===== config.mk =====
export PLATFORM = sky130hd
export DESIGN_NAME = echo_delay_sched_flat
export DESIGN_NICKNAME = d
export VERILOG_FILES = /design/src/rtl/echo_delay_sched_if.sv /design/src/rtl/echo_delay_sched.sv /design/src/flat_wrapper.sv
export SDC_FILE = /design/constraint.sdc
export NUM_CORES = 1
export LEC_CHECK = 0
export CORE_ASPECT_RATIO = 1.25
export CORE_MARGIN = 10
export CORE_UTILIZATION = 43
export DETAILED_ROUTE_END_ITERATION = 6
export PLACE_DENSITY = 0.7
export SKIP_CTS_REPAIR_TIMING = 1
export SLEW_MARGIN = 20
export SYNTH_ARGS = -nofsm -noshare
export SYNTH_HDL_FRONTEND = slang
export SYNTH_SLANG_ARGS = --single-unit

===== constraint.sdc =====
create_clock -name clk -period 3.1 [get_ports clk]
set_input_delay 0.93 -clock clk [delete_from_list [all_inputs] [get_ports clk]]
set_output_delay 0.93 -clock clk [all_outputs]
set_load 0.005 [all_outputs]

===== src/rtl/echo_delay_sched_if.sv =====
// Sample-path and RAM-bus signals of the echo delay-line sequencer.
// The sequencer uses the master view; the audio path and sample RAM use the slave view.
interface echo_delay_sched_if #(
   parameter int ADDR_W = 13,
   parameter int DATA_W = 10
);
   logic              tick;
   logic              trigger;
   logic [ADDR_W-1:0] delay_len;
   logic [DATA_W-1:0] sample_in;
   logic [DATA_W-1:0] ram_rdata;
   logic [ADDR_W-1:0] ram_addr;
   logic [DATA_W-1:0] ram_wdata;
   logic              ram_we;
   logic [DATA_W-1:0] sample_out;
   logic              out_valid;
   logic              time_out;
   logic              busy;
   logic              overrun;
   logic [1:0]        state_dbg;

   modport master (
      input  tick, trigger, delay_len, sample_in, ram_rdata,
      output ram_addr, ram_wdata, ram_we, sample_out, out_valid,
             time_out, busy, overrun, state_dbg
   );

   modport slave (
      output tick, trigger, delay_len, sample_in, ram_rdata,
      input  ram_addr, ram_wdata, ram_we, sample_out, out_valid,
             time_out, busy, overrun, state_dbg
   );
endinterface


===== src/rtl/echo_delay_sched.sv =====
// Echo delay-line sequencer: per sample tick, one write and one delayed read of a
// single-port sample RAM, with arm / fill / run / time_out control.
module echo_delay_sched #(
   parameter int ADDR_W    = 13,
   parameter int DATA_W    = 10,
   parameter int RUN_TICKS = 24000
) (
   input logic                clk,
   input logic                rst_n,
   echo_delay_sched_if.master bus
);
   localparam int                RUN_W    = $clog2(RUN_TICKS + 1);
   localparam logic [RUN_W-1:0]  RUN_LAST = RUN_W'(RUN_TICKS - 1);
   localparam logic [RUN_W-1:0]  RUN_ONE  = RUN_W'(1);
   localparam logic [ADDR_W-1:0] ADDR_ONE = ADDR_W'(1);

   typedef enum logic [1:0] {IDLE = 2'd0, FILL = 2'd1, RUN = 2'd2} state_t;
   typedef enum logic [1:0] {SLOT_NONE = 2'd0, SLOT_S1 = 2'd1, SLOT_S2 = 2'd2, SLOT_S3 = 2'd3} slot_t;

   state_t            state_reg, state_next;
   slot_t             slot_reg, slot_next;
   logic [ADDR_W-1:0] wr_ptr_reg, wr_ptr_next;
   logic [ADDR_W-1:0] fill_cnt_reg, fill_cnt_next;
   logic [ADDR_W-1:0] dly_reg, dly_next;
   logic [RUN_W-1:0]  run_cnt_reg, run_cnt_next;
   logic [DATA_W-1:0] smp_reg;
   logic [DATA_W-1:0] out_hold_reg;
   logic [DATA_W-1:0] out_sel;
   logic [ADDR_W-1:0] addr_hold_reg;
   logic [ADDR_W-1:0] addr_cur;
   logic [ADDR_W-1:0] rd_ptr;
   logic              overrun_reg;
   logic              tick_ok;
   logic              in_s3;
   logic              final_s3;

   assign tick_ok  = bus.tick && (slot_reg == SLOT_NONE);
   assign in_s3    = (slot_reg == SLOT_S3);
   assign rd_ptr   = wr_ptr_reg - dly_reg;
   assign final_s3 = in_s3 && (state_reg == RUN) && (run_cnt_reg == RUN_LAST);

   always_comb begin
      slot_next = slot_reg;
      unique case (slot_reg)
         SLOT_NONE: if (bus.tick) slot_next = SLOT_S1;
         SLOT_S1:   slot_next = SLOT_S2;
         SLOT_S2:   slot_next = SLOT_S3;
         SLOT_S3:   slot_next = SLOT_NONE;
      endcase
   end

   always_comb begin
      state_next    = state_reg;
      wr_ptr_next   = wr_ptr_reg;
      fill_cnt_next = fill_cnt_reg;
      run_cnt_next  = run_cnt_reg;
      dly_next      = dly_reg;
      unique case (state_reg)
         IDLE: begin
            if (bus.trigger && (slot_reg == SLOT_NONE)) begin
               state_next    = FILL;
               dly_next      = (bus.delay_len == '0) ? ADDR_ONE : bus.delay_len;
               wr_ptr_next   = '0;
               fill_cnt_next = '0;
            end
         end
         FILL: begin
            if (in_s3) begin
               wr_ptr_next   = wr_ptr_reg + ADDR_ONE;
               fill_cnt_next = fill_cnt_reg + ADDR_ONE;
               if (fill_cnt_reg + ADDR_ONE == dly_reg) begin
                  state_next   = RUN;
                  run_cnt_next = '0;
               end
            end
         end
         RUN: begin
            if (in_s3) begin
               wr_ptr_next  = wr_ptr_reg + ADDR_ONE;
               run_cnt_next = run_cnt_reg + RUN_ONE;
               if (final_s3 && !bus.trigger) state_next = IDLE;
            end
            // A re-trigger extends the echo and beats a coincident end of run.
            if (bus.trigger) run_cnt_next = '0;
         end
         default: state_next = IDLE;
      endcase
   end

   always_comb begin
      addr_cur = addr_hold_reg;
      unique case (slot_reg)
         SLOT_S1: addr_cur = wr_ptr_reg;
         SLOT_S2: addr_cur = rd_ptr;
         default: addr_cur = addr_hold_reg;
      endcase
   end

   always_comb begin
      out_sel = '0;
      unique case (state_reg)
         IDLE:    out_sel = smp_reg;
         FILL:    out_sel = '0;
         RUN:     out_sel = bus.ram_rdata;
         default: out_sel = '0;
      endcase
   end

   always_ff @(posedge clk or negedge rst_n) begin
      if (!rst_n) begin
         state_reg     <= IDLE;
         slot_reg      <= SLOT_NONE;
         wr_ptr_reg    <= '0;
         fill_cnt_reg  <= '0;
         run_cnt_reg   <= '0;
         dly_reg       <= ADDR_ONE;
         smp_reg       <= '0;
         out_hold_reg  <= '0;
         addr_hold_reg <= '0;
         overrun_reg   <= 1'b0;
      end else begin
         state_reg     <= state_next;
         slot_reg      <= slot_next;
         wr_ptr_reg    <= wr_ptr_next;
         fill_cnt_reg  <= fill_cnt_next;
         run_cnt_reg   <= run_cnt_next;
         dly_reg       <= dly_next;
         addr_hold_reg <= addr_cur;
         if (tick_ok) smp_reg <= bus.sample_in;
         if (in_s3) out_hold_reg <= out_sel;
         if (bus.tick && (slot_reg != SLOT_NONE)) overrun_reg <= 1'b1;
      end
   end

   // Strobes decode from async-reset registers, so reset silences the RAM at once.
   assign bus.ram_addr   = addr_cur;
   assign bus.ram_wdata  = smp_reg;
   assign bus.ram_we     = (slot_reg == SLOT_S1) && (state_reg != IDLE);
   assign bus.sample_out = in_s3 ? out_sel : out_hold_reg;
   assign bus.out_valid  = in_s3;
   assign bus.time_out   = final_s3 && !bus.trigger;
   assign bus.busy       = (state_reg != IDLE);
   assign bus.overrun    = overrun_reg;
   assign bus.state_dbg  = state_reg;
endmodule


===== src/flat_wrapper.sv =====
// flat-port wrapper written by rule: the top's interface ports become plain ports
module echo_delay_sched_flat 
#(
   parameter int ADDR_W    = 13,
   parameter int DATA_W    = 10,
   parameter int RUN_TICKS = 24000
)
  (clk, rst_n, bus_tick, bus_trigger, bus_delay_len, bus_sample_in, bus_ram_rdata, bus_ram_addr, bus_ram_wdata, bus_ram_we, bus_sample_out, bus_out_valid, bus_time_out, bus_busy, bus_overrun, bus_state_dbg);
  echo_delay_sched_if #(.ADDR_W(ADDR_W), .DATA_W(DATA_W)) bus_i ();
  input logic clk;
  input logic rst_n;
  input wire logic [$bits(bus_i.tick)-1:0] bus_tick;
  input wire logic [$bits(bus_i.trigger)-1:0] bus_trigger;
  input wire logic [$bits(bus_i.delay_len)-1:0] bus_delay_len;
  input wire logic [$bits(bus_i.sample_in)-1:0] bus_sample_in;
  input wire logic [$bits(bus_i.ram_rdata)-1:0] bus_ram_rdata;
  output wire logic [$bits(bus_i.ram_addr)-1:0] bus_ram_addr;
  output wire logic [$bits(bus_i.ram_wdata)-1:0] bus_ram_wdata;
  output wire logic [$bits(bus_i.ram_we)-1:0] bus_ram_we;
  output wire logic [$bits(bus_i.sample_out)-1:0] bus_sample_out;
  output wire logic [$bits(bus_i.out_valid)-1:0] bus_out_valid;
  output wire logic [$bits(bus_i.time_out)-1:0] bus_time_out;
  output wire logic [$bits(bus_i.busy)-1:0] bus_busy;
  output wire logic [$bits(bus_i.overrun)-1:0] bus_overrun;
  output wire logic [$bits(bus_i.state_dbg)-1:0] bus_state_dbg;
  assign bus_i.tick = bus_tick;
  assign bus_i.trigger = bus_trigger;
  assign bus_i.delay_len = bus_delay_len;
  assign bus_i.sample_in = bus_sample_in;
  assign bus_i.ram_rdata = bus_ram_rdata;
  assign bus_ram_addr = bus_i.ram_addr;
  assign bus_ram_wdata = bus_i.ram_wdata;
  assign bus_ram_we = bus_i.ram_we;
  assign bus_sample_out = bus_i.sample_out;
  assign bus_out_valid = bus_i.out_valid;
  assign bus_time_out = bus_i.time_out;
  assign bus_busy = bus_i.busy;
  assign bus_overrun = bus_i.overrun;
  assign bus_state_dbg = bus_i.state_dbg;
  echo_delay_sched #(.ADDR_W(ADDR_W), .DATA_W(DATA_W), .RUN_TICKS(RUN_TICKS)) u_core (.clk(clk), .rst_n(rst_n), .bus(bus_i));
endmodule

==> results.py <==
metrics = {
    "global_routing": {
        "grt_pass1_vias": 5032,
        "antenna_found_initial": 0,
        "overflow": 0,
        "grt_usage": 0.171,
        "grt_max_degree": 41,
        "grt_pass1_wl_um": 24200,
    },
    "synthesis": {
        "synth.avg_cell_area_um2": 9.32,
        "syn-num-nets": 633,
        "postSynthCellCount": 573,
        "ys.flop_type": "dfrtp_1",
        "ys_seq_area_frac": 0.431,
        "synth-async-reset-ratio": 1.00,
        "yosys.area.top_type": "dfrtp_1",
        "synth_area_mm2": 0.00534,
        "synth_top_area_frac": 0.427,
        "synth_edf_count": 0,
        "ys_types": 64,
        "synth_warnings": 0,
        "synthTopCellsByArea": "dfrtp_1 43%, ha_1 5.2%, mux2_2 4.6%, a21oi_1 3.8%, nand2_1 3.7%",
        "ys_ff_latch": 92,
    },
    "die": {
        "die_w_um": 120,
        "dieArea_mm2": 0.0173,
        "ioPinCount": 77,
        "die_h_um": 145,
        "rows": 45,
        "initial_core_util": 0.439,
        "core_mm2": 0.0122,
    },
    "hold_path": {
        "hold_end": "u_core.bus.overrun$_DFFE_PN0P_",
        "holdPathStages": 1,
        "hold_class": "reg2reg",
        "min_from": "u_core.bus.overrun$_DFFE_PN0P_",
    },
    "finish": {
        "largest_reg_flops": 15,
        "num_antenna_cells": 0,
        "final_util": 0.591,
        "area_delta_synth_final_pct": 34.7,
        "finalNetCount": 768,
        "nFillCells": 1055,
        "drive_gt1_frac": 0.234,
    },
    "sta": {
        "setup_viol": 11,
        "finClkSkew_ps": 8.94,
        "fmax_mhz": 272,
        "fin_ws_ps": -582,
        "tns_ps": -3810,
        "period_minus_slack_ps": 3680,
        "finalHoldViolations": 0,
        "fin_crit_sh": 1.19,
        "rsz0062_at_grt": "true",
        "slew_violations": 0,
        "worst_slew_pin_slew_ps": 697,
        "slew_headroom": 0.534,
    },
    "cts": {
        "clk_latency_ps": 350,
        "cts_tree": "yes",
        "root_buffer": "clkbuf_16",
        "cts-htree-levels": 3,
        "clk_pin_slew_ps": 70,
        "clockBufferDepth": 2,
        "cts_sinks": 92,
        "cts_buffers": 9,
    },
    "detailed_routing": {
        "drc": 0,
        "wl_per_cell_um": 16.7,
        "wirelength_um": 14600,
        "via_per_inst": 5.47,
        "drt_iter0_markers": 239,
        "dr.pass1.iters": 5,
        "drtAntennaViolNets": 0,
        "vias": 4794,
    },
    "worst_setup_path": {
        "endpoint_kind": "output port",
        "start_kind": "flop",
        "timing.rr.end": "u_core.run_cnt_reg[9]$_DFFE_PN0P_",
        "cp_max_fo": 4,
        "crit_type": "reg2out",
        "r2r_slack_ps": 240,
        "rr_worst_depth": 9,
        "worst-endpoint-required_ps": 2170,
        "reg2reg_from": "u_core.fill_cnt_reg[1]$_DFFE_PN0P_",
        "arrival_ps": 2750,
    },
    "place": {
        "post-place-ws_ps": -617,
        "hpwl_um": 10700,
        "gp_congestion": 0.899,
        "port-buffer-count": 76,
    },
    "power_and_ir_drop": {
        "max-vdd-ir-drop_mv": 0.547,
        "fin_total_pwr_mw": 6.73,
        "power.density_mw_per_mm2": 936,
        "p_leak_nw": 3.28,
    },
    "status": {
        "status": "finished with violations",
        "violations": "setup timing",
    },
    "flow_run": {
        "drv_cap": 0,
    },
}
[worst max-delay path, cell delays in order, from the launching register on]
cell	delay (ps)
dfstp_2	550
ha_4	130
inv_2	40
fa_2	380
a21o_1	200
a21oi_2	130
nand2b_4	170
a211oi_4	70
nor3_2	190
xnor2_1	130
a22oi_1	100
a21oi_1	180
buf_2	140
[kinds of logic (layout without fill, tap and decap cells)]
family,Yosys count,count (layout),share of synthesized area
and+or+nand+nor,185,185,0.176
AOI/OAI and AO/OA,162,162,0.194
DFF,92,92,0.431
xor gates and xnor gates,29,29,0.0476
adders and majority gates,23,23,0.0553
buffers and inverters,57,197,0.0436
muxes,25,25,0.0520
[layout make-up]
cell class | count | area, µm² | area share
tap | 164 | 205 | 0.0285
inverter | 31 | 116 | 0.0162
timing repair buffer | 150 | 1320 | 0.183
clock buffer | 9 | 225 | 0.0313
multi-input combinational | 424 | 2950 | 0.410
clock inverter | 7 | 75.1 | 0.0104
sequential | 92 | 2300 | 0.320
[where the power goes]
group          internal, mW  switching, mW  total, mW
clock                 0.631          0.501       1.13
sequential             1.57          0.191       1.76
combinational          1.95           1.89       3.84
total                  4.15           2.58       6.73
[metal layers]
metal  track usage  routed length [µm]  up-vias
li1              -                   -     2323
met1         0.192                6090     2350
met2         0.294                7360      103
met3        0.0644                 987       18
met4        0.0528                 201        0
met5             0                   0        -
[layout by cell type (no fill, tap or decap), drive strengths merged, types with 14 or more instances in the layout]
cell	n
nand2	52
a21oi	41
nor2	48
o21ai	49
dlymetal6s2s	14
clkdlybuf4s50	52
inv	33
nand3	22
buf	83
mux2	22
ha	22
dfrtp	91
a22oi	20
xnor2	17
[stage by stage]
step	instances	hold WS [ps]	instance area, µm²
finish	877	462	7190
global route	877	486	7190
CTS	868	464	7000
detailed placement	852	448	6700
global placement	852	446	6700
floorplan	573	448	5350
[worst max-delay path by stage]
stage | to | depth (start not counted) | slack (ps) | start
6_report | bus_ram_addr[10] | 12 | -580 | u_core.dly_reg[0]$_DFFE_PN1P_
5_1_grt | bus_ram_addr[10] | 12 | -740 | u_core.dly_reg[0]$_DFFE_PN1P_
4_1_cts | bus_ram_addr[8] | 12 | -1010 | u_core.dly_reg[0]$_DFFE_PN1P_
3_5_place_dp | bus_ram_addr[10] | 12 | -620 | u_core.dly_reg[0]$_DFFE_PN1P_
3_3_place_gp | bus_ram_addr[10] | 12 | -590 | u_core.dly_reg[0]$_DFFE_PN1P_
2_1_floorplan | bus_ram_addr[10] | 11 | 8 | u_core.dly_reg[0]$_DFFE_PN1P_
[synth_stat cells, types with 3 or more instances]
| cell | instances |
|---|---|
| inv_1 | 31 |
| nor2b_1 | 3 |
| a31oi_1 | 9 |
| o21ai_0 | 36 |
| dfrtp_1 | 91 |
| a21oi_1 | 41 |
| nand3_1 | 21 |
| or3_1 | 8 |
| mux2i_1 | 3 |
| o211ai_1 | 4 |
| and3_1 | 10 |
| a22oi_1 | 20 |
| ha_1 | 22 |
| nor3_1 | 10 |
| xnor2_1 | 17 |
| a22o_1 | 3 |
| nor4_1 | 4 |
| mux2_2 | 22 |
| o21ai_1 | 13 |
| clkbuf_1 | 18 |
| o31ai_1 | 13 |
| nand2b_1 | 11 |
| nand2_1 | 52 |
| xor2_1 | 12 |
| nor2_1 | 48 |
Note: power is estimated with default switching activity, not from simulation.
